### src/rtl/mem_port_arbiter.sv
// Arbiter/sequencer sharing one memory port between instruction fetch and data access.
// Define MEM_ARB_TIMEOUT_EN to abort transactions that wait TIMEOUT_CYCLES without mem_ready.
module mem_port_arbiter #(
    parameter int XLEN           = 32,
    parameter int ADDR_W         = 32,
    parameter int TIMEOUT_CYCLES = 64
) (
    input  logic              clk,
    input  logic              rst,
    input  logic              if_req,
    input  logic [ADDR_W-1:0] if_addr,
    input  logic              if_kill,
    output logic [XLEN-1:0]   if_rdata,
    output logic              if_valid,
    input  logic              dm_req,
    input  logic              dm_we,
    input  logic [3:0]        dm_be,
    input  logic [ADDR_W-1:0] dm_addr,
    input  logic [XLEN-1:0]   dm_wdata,
    output logic [XLEN-1:0]   dm_rdata,
    output logic              dm_valid,
    output logic              bus_err,
    output logic              stall_if,
    output logic              stall_mem,
    output logic              mem_req,
    output logic              mem_we,
    output logic [3:0]        mem_be,
    output logic [ADDR_W-1:0] mem_addr,
    output logic [XLEN-1:0]   mem_wdata,
    input  logic              mem_ready,
    input  logic [XLEN-1:0]   mem_rdata
);

    typedef enum logic [1:0] {IDLE, DATA, FETCH} state_t;

    state_t state;
    logic   kill_pending;
    logic   dm_eligible;
    logic   if_eligible;
    logic   fetch_dropped;

    // A requester whose valid is high this cycle is consuming its result, not asking again.
    assign dm_eligible   = dm_req & ~dm_valid;
    assign if_eligible   = if_req & ~if_valid & ~if_kill;
    assign fetch_dropped = kill_pending | if_kill;
    assign stall_if      = if_req & ~if_valid;
    assign stall_mem     = dm_req & ~dm_valid;

`ifdef MEM_ARB_TIMEOUT_EN
    localparam int CNT_W = $clog2(TIMEOUT_CYCLES + 1);
    logic [CNT_W-1:0] wait_cnt;
    logic             timeout_hit;

    // Fires on the last permitted wait cycle so mem_req is high for exactly TIMEOUT_CYCLES cycles.
    assign timeout_hit = ~mem_ready & (wait_cnt == CNT_W'(TIMEOUT_CYCLES - 1));
`else
    assign bus_err = 1'b0;
`endif

    always_ff @(posedge clk) begin
        if (rst) begin
            state        <= IDLE;
            kill_pending <= 1'b0;
            mem_req      <= 1'b0;
            mem_we       <= 1'b0;
            mem_be       <= 4'h0;
            mem_addr     <= '0;
            mem_wdata    <= '0;
            if_rdata     <= '0;
            dm_rdata     <= '0;
            if_valid     <= 1'b0;
            dm_valid     <= 1'b0;
`ifdef MEM_ARB_TIMEOUT_EN
            wait_cnt     <= '0;
            bus_err      <= 1'b0;
`endif
        end else begin
            if_valid <= 1'b0;
            dm_valid <= 1'b0;
`ifdef MEM_ARB_TIMEOUT_EN
            bus_err  <= 1'b0;
            if (state != IDLE && !mem_ready) wait_cnt <= wait_cnt + 1'b1;
`endif
            case (state)
                IDLE: begin
`ifdef MEM_ARB_TIMEOUT_EN
                    wait_cnt <= '0;
`endif
                    // MEM stage holds the older instruction, so data wins.
                    if (dm_eligible) begin
                        mem_req   <= 1'b1;
                        mem_we    <= dm_we;
                        mem_be    <= dm_be;
                        mem_addr  <= dm_addr;
                        mem_wdata <= dm_wdata;
                        state     <= DATA;
                    end else if (if_eligible) begin
                        mem_req      <= 1'b1;
                        mem_we       <= 1'b0;
                        mem_be       <= 4'hF;
                        mem_addr     <= if_addr;
                        kill_pending <= 1'b0;
                        state        <= FETCH;
                    end
                end
                DATA: begin
                    if (mem_ready) begin
                        dm_rdata <= mem_rdata;
                        dm_valid <= 1'b1;
                        mem_req  <= 1'b0;
                        state    <= IDLE;
                    end
`ifdef MEM_ARB_TIMEOUT_EN
                    else if (timeout_hit) begin
                        dm_rdata <= '0;
                        dm_valid <= 1'b1;
                        bus_err  <= 1'b1;
                        mem_req  <= 1'b0;
                        state    <= IDLE;
                    end
`endif
                end
                FETCH: begin
                    // A killed fetch still finishes on the bus; only its result is dropped.
                    if (mem_ready) begin
                        mem_req      <= 1'b0;
                        kill_pending <= 1'b0;
                        state        <= IDLE;
                        if (!fetch_dropped) begin
                            if_rdata <= mem_rdata;
                            if_valid <= 1'b1;
                        end
                    end
`ifdef MEM_ARB_TIMEOUT_EN
                    else if (timeout_hit) begin
                        mem_req      <= 1'b0;
                        kill_pending <= 1'b0;
                        state        <= IDLE;
                        if (!fetch_dropped) begin
                            if_rdata <= '0;
                            if_valid <= 1'b1;
                            bus_err  <= 1'b1;
                        end
                    end
`endif
                    else if (if_kill) begin
                        kill_pending <= 1'b1;
                    end
                end
                default: state <= IDLE;
            endcase
        end
    end

endmodule

### config.mk
export PLATFORM = sky130hd
export DESIGN_NAME = mem_port_arbiter
export DESIGN_NICKNAME = d
export VERILOG_FILES = /design/src/rtl/mem_port_arbiter.sv
export SDC_FILE = /design/constraint.sdc
export NUM_CORES = 1
export LEC_CHECK = 0
export ABC_AREA = 0
export CAP_MARGIN = 40
export CORE_UTILIZATION = 39
export DETAILED_ROUTE_END_ITERATION = 8
export PLACE_DENSITY = 0.8
export RECOVER_POWER = 50
export SLEW_MARGIN = 20
export SYNTH_ARGS = -nofsm -noshare
export SYNTH_HDL_FRONTEND = slang
export SYNTH_SLANG_ARGS = --single-unit
### constraint.sdc
create_clock -name clk -period 2 [get_ports clk]
set_input_delay 0.2 -clock clk [delete_from_list [all_inputs] [get_ports clk]]
set_output_delay 0.2 -clock clk [all_outputs]
set_load 0.05 [all_outputs]
## After elaboration in Yosys (flattened, before gate mapping)

Index checks and enable logic that the tools add are counted.
W data, S select, Z words.

| word-level totals | value |
|---|---|
| register bits | 139 |
| input bits | 139 |
| output and inout bits | 139 |
| logic and storage cells | 63 |

| cells by class | value |
|---|---|
| equality and inequality tests | 7 |
| multiplexer cells | 20 |
| bitwise gates (word level) | 11 |
| reduce and logical (&&, ||, !) cells | 14 |

Operators with widths:

| operator | number |
|---|---|
| $mux W32 | 2 |
| $mux W1 | 10 |
| $mux W4 | 2 |
| $reduce_and A2 Y1 | 4 |
| $not A1 Y1 | 7 |
| $mux W2 | 3 |
| $ne A3 B3 Y1 const B | 2 |
| $reduce_and A3 Y1 | 2 |
| $reduce_bool A2 Y1 | 3 |
| $ne A2 B2 Y1 const B | 2 |
| $pmux W1 S2 | 2 |
| $pmux W2 S2 | 1 |
| $reduce_and A4 Y1 | 1 |
| $reduce_or A2 Y1 | 2 |
| $and A1 B1 Y1 | 3 |
| $reduce_or A3 Y1 | 1 |
| $eq A2 B1 Y1 const B | 1 |
| $eq A2 B2 Y1 const B | 1 |
| $logic_not A2 Y1 | 1 |
| $ne A2 B1 Y1 const B | 1 |
| $or A1 B1 Y1 | 1 |

## Longest topological paths before layout

Gate-level depths: netlist of the first run.

| depth | value |
|---|---|
| word-level depth | 6 |
| depth in mapped cells | 7 |
| depth with buffers taken out | 5 |

## Worst setup path after synthesis of the first run

OpenSTA, ideal clock, no wires.

| timing | value |
|---|---|
| kind | flip-flop to flip-flop |
| start point | register dm_valid |
| end point | register mem_addr[22] |
| library setup time | 91 ps |
| data arrival time | 1582 ps |
| data required time | 1909 ps |
| setup slack | 327 ps |
| stages on the path, launching flop included | 7 |
| period minus slack after synthesis | 1673 ps |
| path through | dfxtp_1 > nand2b_1 > buf_2 > inv_2 > buf_2 > nand2_1 > a311oi_1 |

| between the ends | value |
|---|---|
| cells in the longest elaborated chain, start to end | 4 |
| elaborated cells between the ends (all ways) | 5 |

Ends and longest elaborated chain:

| what | RTL line | text |
|---|---|---|
| start: declaration | 21 | `output logic dm_valid,` |
| start signal: assignment | 72 | `dm_valid <= 1'b0;` |
| start signal: assignment | 79 | `dm_valid <= 1'b0;` |
| start signal: assignment | 109 | `dm_valid <= 1'b1;` |
| $not A1 Y1 (*) | n/a |  |
| $and A1 B1 Y1 (*) | n/a |  |
| net stall_mem | 24 | `output logic stall_mem,` |
| $reduce_bool A2 Y1 (no line) | n/a |  |
| $reduce_and A2 Y1 (no line) | n/a |  |
| end signal: assignment | 94 | `mem_addr <= dm_addr;` |
| end signal: assignment | 101 | `mem_addr <= if_addr;` |
| end: declaration | 28 | `output logic [ADDR_W-1:0] mem_addr,` |

Mark *: on every way through the listed nets, which the timed path passes. The rest lies on a longest branch.
A chain may end at the register's enable or synchronous reset.

## Final worst setup path of the first run

| timing | value |
|---|---|
| start point | register if_valid |
| end point | output if_valid |

RTL lines:

| what | RTL line | text |
|---|---|---|
| start: declaration | 14 | `output logic if_valid,` |
| start signal: assignment | 71 | `if_valid <= 1'b0;` |
| start signal: assignment | 78 | `if_valid <= 1'b0;` |
| start signal: assignment | 131 | `if_valid <= 1'b1;` |

No word-level cell between the ends.

==> results.txt, run 1 <==
- Yosys top cell area share: 0.5273
* Root buffer cell: sky130_fd_sc_hd__clkbuf_16
- Between clock sinks in the finished design, the worst skew comes to 0.007164 ns.
- Top post-synthesis cells by count: sky130_fd_sc_hd__nand2_1, sky130_fd_sc_hd__dfxtp_1, sky130_fd_sc_hd__a21oi_1
- Count of synthesis-stage warnings from yosys: 0
- For the final routed database, the setup TNS stands at 0 ns.
- Sequential fraction of the synthesis area: 0.5273
- The run finished with clean final reports.
- Post-route fraction of the period consumed by the critical path: 0.9383
* Number of nets with antenna violations after detailed routing: 0
- The initial antenna violation count is 0.
* Async set or reset register ratio after synthesis: 0
- The total overflow left after global routing is 0.
- Number of inserted filler cells in the final layout: 1,078
* Worst slew margin relative to its limit: 0.4880
- The largest single stage delay on the critical path is 0.85 ns.
* Class of the worst hold path: primary input to flop
* Buffers added on ports: 276
- After detailed routing, the total wire length is 16,430 µm.
- 278 I/O pins were placed.
- Grouping stages by cell kind, the critical path spends the most delay in buffers and inverters.
- Yosys attributes the largest share of cell area to sky130_fd_sc_hd__dfxtp_1, sky130_fd_sc_hd__nand2_1, sky130_fd_sc_hd__a21oi_1, sky130_fd_sc_hd__a311oi_1, sky130_fd_sc_hd__nor3_1.
- Number of register bits inferred by synthesis: 139
- Global-route wire length before repair: 26,370 µm
- Dominant register cell in the synthesized netlist: sky130_fd_sc_hd__dfxtp_1
- A synthesized cell averages 7.984 µm².
- The initialized floorplan defines 42 standard-cell rows.
- 0 antenna diodes ended up in the layout.
- Detailed placement finished with a half-perimeter wire length of 11,180 µm.
* Clk slew on worst S/H paths: 0.05 ns
* Number of gates given a new drive strength after cts: 0
* Max Cap Violations: 0
- Cell count after synthesis: 661
* Die height: 118.3 µm
- After detailed routing, the average wire length per cell comes to 14.89 µm.
- Maximum fanout encountered on the critical timing path: 4
* Design Power: 0.008421 W
- Traced cell by cell, the critical path runs through clkdlybuf4s50_1.
* Synth unique cells: 32
- IR analysis of the VDD net gives a maximum drop of 0.6317 mV.
- By startpoint and endpoint, the worst setup path is classified as flop to output port.
- The initial utilization of the core area, before any placement, comes to 0.3985.
- Multi-input combinational cell area: 0.002220 mm²
- Combined area of all synthesized cells: 0.005278 mm²
- Buffers inserted to repair hold after CTS numbered 0.
* DR vias: 5,519
- Clock latency on the worst-skew pair: 0.41 ns
* Combined global-route utilization of all metal layers: 0.2363
- Kind of end point of the critical path: output port
* Area added between synthesis and finish: 66.57%
- Once the clock tree was built, the setup fixing pass inserted 0 buffers.
- In this run, the number of DRC markers left after iteration 0 of detailed routing was 361.
- In this run the number of cells on the critical path is 1.
* Worst Hold Path Cells: 2
- Ratio of total power to cell area: 957.9 mW/mm²
- From left edge to right edge, the die measures 118.3 µm.
- The number of pins with negative max-slew slack in the final report was 0.
- The floorplan step defined a die boundary enclosing 0.01400 mm².
- Core area: 0.01324 mm²
- Routability-driven placement finished with a final weighted congestion of 0.8294.
* TritonCTS Sinks: 139
- Together, buffers and inverters on the worst path number 1.
- STA puts the critical path data required time at 1.80 ns.
- Cell at the slowest stage of the critical path: sky130_fd_sc_hd__clkdlybuf4s50_1
* Slew at the pin closest to its max-slew limit: 0.7680 ns
- Timing analysis after detailed placement gives a worst setup slack of 0.1438 ns.
- Final number of hold-violating endpoints: 0
* Placed Instance Area: 0.008279 mm²
- Final setup violation count: 0
- Number of enable-type register cells in the synthesized netlist: 0
* Unrepaired setup endpoints after global routing: no
- In the final layout, flip-flops and latches occupy 0.002783 mm².
* Pin count of the biggest net entering global routing: 66
* TritonCTS clock tree: yes
- Of the cells placed in the final design, the portion with a size suffix greater than 1 is 0.05825.
- The via count of the first global-routing pass is 5,259.
- By instance count, the leading cell after synthesis is sky130_fd_sc_hd__nand2_1.
- Mean number of vias per cell: 5.004
* Largest buffer count on any clock path: 2
* Detailed-route DRC error count: 0
- Final period demand of the worst path: 1.877 ns
- In the post-route analysis, the smallest setup slack over all paths is 0.1233 ns.
- Post-route cell area: 0.008791 mm²
- Achievable frequency: 532.9 MHz
- The worst setup path is launched from a flop.
- When the netlist entered floorplanning its net count stood at 804.
- Most area-hungry cell type in the Yosys netlist: sky130_fd_sc_hd__dfxtp_1
- The analysis attributes to cell leakage a power of 3.265 nW.
- For the worst flop-to-flop path, the logic depth is 6.
- In this run the number of H-tree levels came out at 4.
- Net count, final: 1,059
- Pre-antenna DRT Iters: 5
- Clock tree synthesis inserted a total of 17 buffers.
- At the worst endpoint, the arrival time is 1.68 ns.
-- worst register-to-register path, cell delays in order (launching register included) --
cell and delay (ns):
sky130_fd_sc_hd__dfxtp_1 0.33, sky130_fd_sc_hd__inv_1 0.10, sky130_fd_sc_hd__ha_1 0.32, sky130_fd_sc_hd__inv_1 0.16, sky130_fd_sc_hd__a21oi_4 0.12, sky130_fd_sc_hd__clkbuf_4 0.41
sky130_fd_sc_hd__o221a_2 0.30
-- per-layer routing --
layer,track usage,wire length (µm),up-vias,part of all wire
met1,0.2769,6830,2524,0.42
li1,-,-,2731,-
met4,0.1058,381,0,0.023
met3,0.09315,1572,30,0.096
met2,0.3798,7642,234,0.47
met5,0,0,-,0
-- cell usage in the layout, fill, tap and decap left out, types with 2 or more instances in the layout --
cell type / instances
sky130_fd_sc_hd__clkbuf_8: 4
sky130_fd_sc_hd__inv_1: 5
sky130_fd_sc_hd__dfxtp_1: 139
sky130_fd_sc_hd__clkbuf_16: 17
sky130_fd_sc_hd__buf_12: 8
sky130_fd_sc_hd__nor2_1: 2
sky130_fd_sc_hd__nor3_1: 33
sky130_fd_sc_hd__o221a_2: 4
sky130_fd_sc_hd__nand2b_1: 2
sky130_fd_sc_hd__a21oi_1: 98
sky130_fd_sc_hd__o21ai_0: 4
sky130_fd_sc_hd__clkdlybuf4s50_1: 244
sky130_fd_sc_hd__a311oi_1: 33
sky130_fd_sc_hd__dlygate4sd3_1: 28
sky130_fd_sc_hd__clkinv_2: 3
sky130_fd_sc_hd__nor2b_1: 2
sky130_fd_sc_hd__nand2_1: 261
sky130_fd_sc_hd__buf_4: 8
sky130_fd_sc_hd__clkbuf_1: 4
sky130_fd_sc_hd__clkbuf_2: 2
sky130_fd_sc_hd__clkinvlp_4: 2
sky130_fd_sc_hd__nand3b_1: 2
sky130_fd_sc_hd__bufinv_16: 2
sky130_fd_sc_hd__ha_1: 4
-- kinds of logic (layout without fill, tap and decap cells) --
logic type                 count (synthesis)  in the layout  share of synthesized area
and+or+nand+nor                          310            310                     0.2385
AOI/OAI and AO/OA                        144            144                     0.1690
DFF                                      139            139                     0.5273
buffers and inverters                     63            329                    0.05500
adders and majority gates                  4              4                   0.009484
other                                      1              1                  0.0007106
-- per-stage QoR --
stage	std cells	util	hold slack (ns)
2_1_floorplan	661	-	0.3360
3_3_place_gp	1073	0.6252	0.4404
3_5_place_dp	1073	0.6252	0.4453
4_1_cts	1103	0.6688	0.1735
5_1_grt	1103	0.6638	0.1911
6_report	1103	0.6638	0.1993
-- report_power, final --
| part | switching, W | internal [W] | total [W] | leakage, nW |
|---|---|---|---|---|
| combinational | 0.00142 | 0.000856 | 0.00227 | 1.85 |
| clock | 0.00109 | 0.00195 | 0.00304 | 0.281 |
| sequential | 0.000111 | 0.00300 | 0.00311 | 1.14 |
-- final timing paths --
check                startpoint             to  slack [ns]
setup reg to reg       state[0]      mem_be[1]        0.20
setup / recovery       if_valid       if_valid        0.12
hold reg to reg   mem_wdata[17]  mem_wdata[17]        0.45
hold / removal              rst   mem_wdata[2]        0.20
-- registers in the layout (all words and copies together), names as in the netlist --
name / count
dm_rdata: 32
if_rdata: 32
mem_addr: 32
mem_wdata: 32
mem_be: 4
state: 2
dm_valid: 1
if_valid: 1
kill_pending: 1
mem_req: 1
mem_we: 1
-- cell type report --
class                      count  area share
timing repair buffer         293      0.3376
sequential                   139      0.3165
multi-input combinational    459      0.2525
clock buffer                  23     0.05551
tap                          176     0.02505
clock inverter                 7     0.01025
inverter                       6    0.002562
Note: power is estimated with default switching activity, not from simulation.
==> run 2, diff against run 1 <==
- CORE_UTILIZATION: 39 -> 28
- PLACE_DENSITY: 0.8 -> unset
==> run 2 against run 1 <==
  * Non-clock buffer count decreased by 1
  * Via count decreased by 2.2%
  * Routed wire length increased by 8.4%
  * Global-route usage decreased by 5.1 points
  * Final cell count increased by 4.9%
  * Register-to-register slack improved by 0.02 ns
  * Worst setup slack got worse by 0.0015 ns
  * Critical path depth unchanged
  * Maximum frequency about the same
  * Combinational power increased by 2%
  * Sequential power about the same
==> results.txt, run 2 (synthesized netlist as in run 1, its figures left out) <==
- Final period demand of the worst path: 1.878 ns (+0.001522 ns)
- TritonCTS Sinks: 139 (unchanged)
* Length in cells of the worst reg-to-reg path: 6 (unchanged)
- Leaving out fill and tap cells, the most frequent cell in the layout is sky130_fd_sc_hd__nand2_1.
- Leaving out fill and tap cells, the most frequent cells in the layout are sky130_fd_sc_hd__nand2_1, sky130_fd_sc_hd__clkdlybuf4s50_1, sky130_fd_sc_hd__dfxtp_1.
* Sum of routed wire length over all layers: 17,810 µm (+8.4%)
- The min-delay analysis places its worst path in the category primary input to flop.
* Pin count of the biggest net entering global routing: 66 (unchanged)
* Slew at the pin closest to its max-slew limit: 0.7688 ns (+0.0007931 ns)
* Share of layout cells above drive strength 1: 0.06358 (+0.005325)
- FF-to-FF Start: state[1]
- The largest fanout of any net on the critical path came to 4 (unchanged).
* Max Cap Violations: 0 (unchanged)
- The worst path buffer plus inverter count was 1 (unchanged).
- The worst-case headroom to the max-slew limit is 0.4875 (-0.0005290).
- Net count, final: 1,058 (-0.094%)
- The floorplan core area is 0.01821 mm² (+37%).
- The number of placement rows came to 49 (+17%).
* Cell at the slowest stage of the critical path: sky130_fd_sc_hd__clkdlybuf4s50_1
* Gp weighted congestion: 0.7400 (-11%)
* Half-perimeter wire length after detailed placement: 12,140 µm (+8.6%)
- The total overflow reported by the global router came to 0 (unchanged).
- Starting density of the core: 0.2898 (-0.1087)
- Number of clock buffers inserted by TritonCTS: 17 (unchanged)
- The critical path goes through clkdlybuf4s50_1.
- The number of inserted filler cells in the final layout is 1,786 (+66%).
* Clk slew on worst S/H paths: 0.06 ns (about the same)
- The horizontal die dimension was 139.3 µm (+18%).
* Crit path depth: 1 (unchanged)
- TritonCTS clock tree: yes
* Arrival @ worst endpoint: 1.68 ns (about the same)
* Final setup violation count: 0 (unchanged)
- Post-route fraction of the period consumed by the critical path: 0.9391 (about the same)
* Root buffer cell: sky130_fd_sc_hd__clkbuf_16
- R2R setup slack: 0.22 ns (+0.02 ns)
- The worst setup path is captured at an output port.
- The residual antenna-violating net count after detailed routing was 0 (unchanged).
- Detailed-route DRC error count: 0 (unchanged)
- Area added between synthesis and finish: 68.90%
- The number of setup buffers added after CTS is 0 (unchanged).
- Largest vdd supply drop: 0.5599 mV (-11%)
- Worst Path Class, Setup: flop to output port
* Unrepaired setup endpoints after global routing: no
* Via count of the first global-routing pass: 5,307 (+0.91%)
- The run finished with clean final reports.
- Kind of launch point of the worst setup path: flop
* Ratio of total power to cell area: 966.9 mW/mm² (+0.94%)
* Number of gates given a new drive strength after cts: 0 (unchanged)
- Buffers added on ports: 276 (unchanged)
- Final core occ: 0.4895 (-0.1743)
- Gate family responsible for the most delay along the worst path: buffers and inverters
* Routed WL per cell: 15.40 µm (+3.4%)
* H-tree depth: 4 (unchanged)
* Endpoint of the lowest-slack register-to-register path: mem_addr[23]
- The number of I/O pins came to 278 (unchanged).
- The via density per instance was 4.664 (-6.8%).
* Clock latency on the worst-skew pair: 0.42 ns (about the same)
- The maximum root-to-sink buffer count was 2 (unchanged).
* Pre-antenna DRT Iters: 4 (-1)
- Die area: 0.01940 mm² (+39%)
- DR vias: 5,396 (-2.2%)
- Inserted Diodes: 0 (unchanged)
* Combined global-route utilization of all metal layers: 0.1855 (-0.05083)
- Antenna violations before repair: 0 (unchanged)
- Max-slew violation count: 0 (unchanged)
- Final worst clock skew: 0.008348 ns (+0.001184 ns)
- Worst Hold Path Cells: 2 (unchanged)
- The largest stage delay on the critical path came to 0.86 ns (about the same).
- The first-pass GRT wire length was 28,350 µm (+7.5%).
- For hold timing, the worst endpoint is dm_valid.
- The accumulated negative setup slack came to 0 ns (unchanged).
* Die height: 139.3 µm (+18%)
- The peak clock frequency supported by timing came to 532.4 MHz (about the same).
- The number of hold buffers added after cts is 0 (unchanged).
- The standby leakage power was 3.284 nW (+0.57%).
- The detailed router's first-iteration violation count was 200 (-45%).
- Final number of hold-violating endpoints: 0 (unchanged)
- Worst Hold Launch: rst
- The required time reported for the critical path endpoint was 1.80 ns (about the same).
## run 2: cell types whose count changed in the layout (fill, tap and decap cells not counted), sizes merged
cell	delta
inv	+5
dlygate4sd3	+1
clkbuf	-6
clkinvlp	-1
buf	-1
clkinv	+3
## run 2: worst max path at each step
| stage | slack [ns] | start | end |
|---|---|---|---|
| after global placement | 0.15 | if_req | mem_addr[18] |
| final | 0.12 | if_valid | if_valid |
| after floorplan | 0.33 | dm_valid | mem_addr[22] |
| after detailed placement | 0.12 | if_req | mem_addr[29] |
| after global routing | 0.04 | if_valid | if_valid |
| after CTS | 0.09 | if_valid | if_valid |
## run 2: final cells by class
class | count | area (µm²) | area share
Clock buffer | 18 | 439.2 | 0.04927
Timing Repair Buffer | 292 | 2985 | 0.3349
Clock inverter | 14 | 161.4 | 0.01811
Multi-Input combinational cell | 459 | 2236 | 0.2508
Sequential cell | 139 | 2783 | 0.3122
Inverter | 6 | 22.52 | 0.002527
Tap cell | 229 | 286.5 | 0.03214
## run 2: power breakdown
part	leakage [nW]	switching (W)	internal [W]	total (W)
clock	0.295	0.00130	0.00190	0.00320
combinational	1.85	0.00143	0.000877	0.00231
sequential	1.14	0.000111	0.00300	0.00311
## run 2: through the flow
step,cell area [µm²],worst slack (ns),std cells,power (W),hold slack [ns]
global placement,8378,0.1481,1125,0.005526,0.4407
floorplan,5278,0.3269,661,0.004558,0.3360
CTS,8979,0.08691,1157,0.008782,0.2279
finish,8914,0.1218,1157,0.008619,0.2535
global route,8914,0.03523,1157,0.009014,0.2802
detailed placement,8378,0.1175,1125,0.005537,0.4455
## run 2: metal layers
layer  wire length [µm]  share of wire  global-route usage  vias to the layer above
met5                  0              0                   0                        -
met3               1580          0.089             0.07880                       28
li1                   -              -                   -                     2730
met2               8218           0.46              0.2962                      185
met4                436          0.024             0.07661                        0
met1               7579           0.43              0.2181                     2453
==> run 3, diff against run 2 <==
- CAP_MARGIN: 40 -> unset
==> results of run 3 <==
No change in the layout: final DEF, timing and power equal those of run 2.
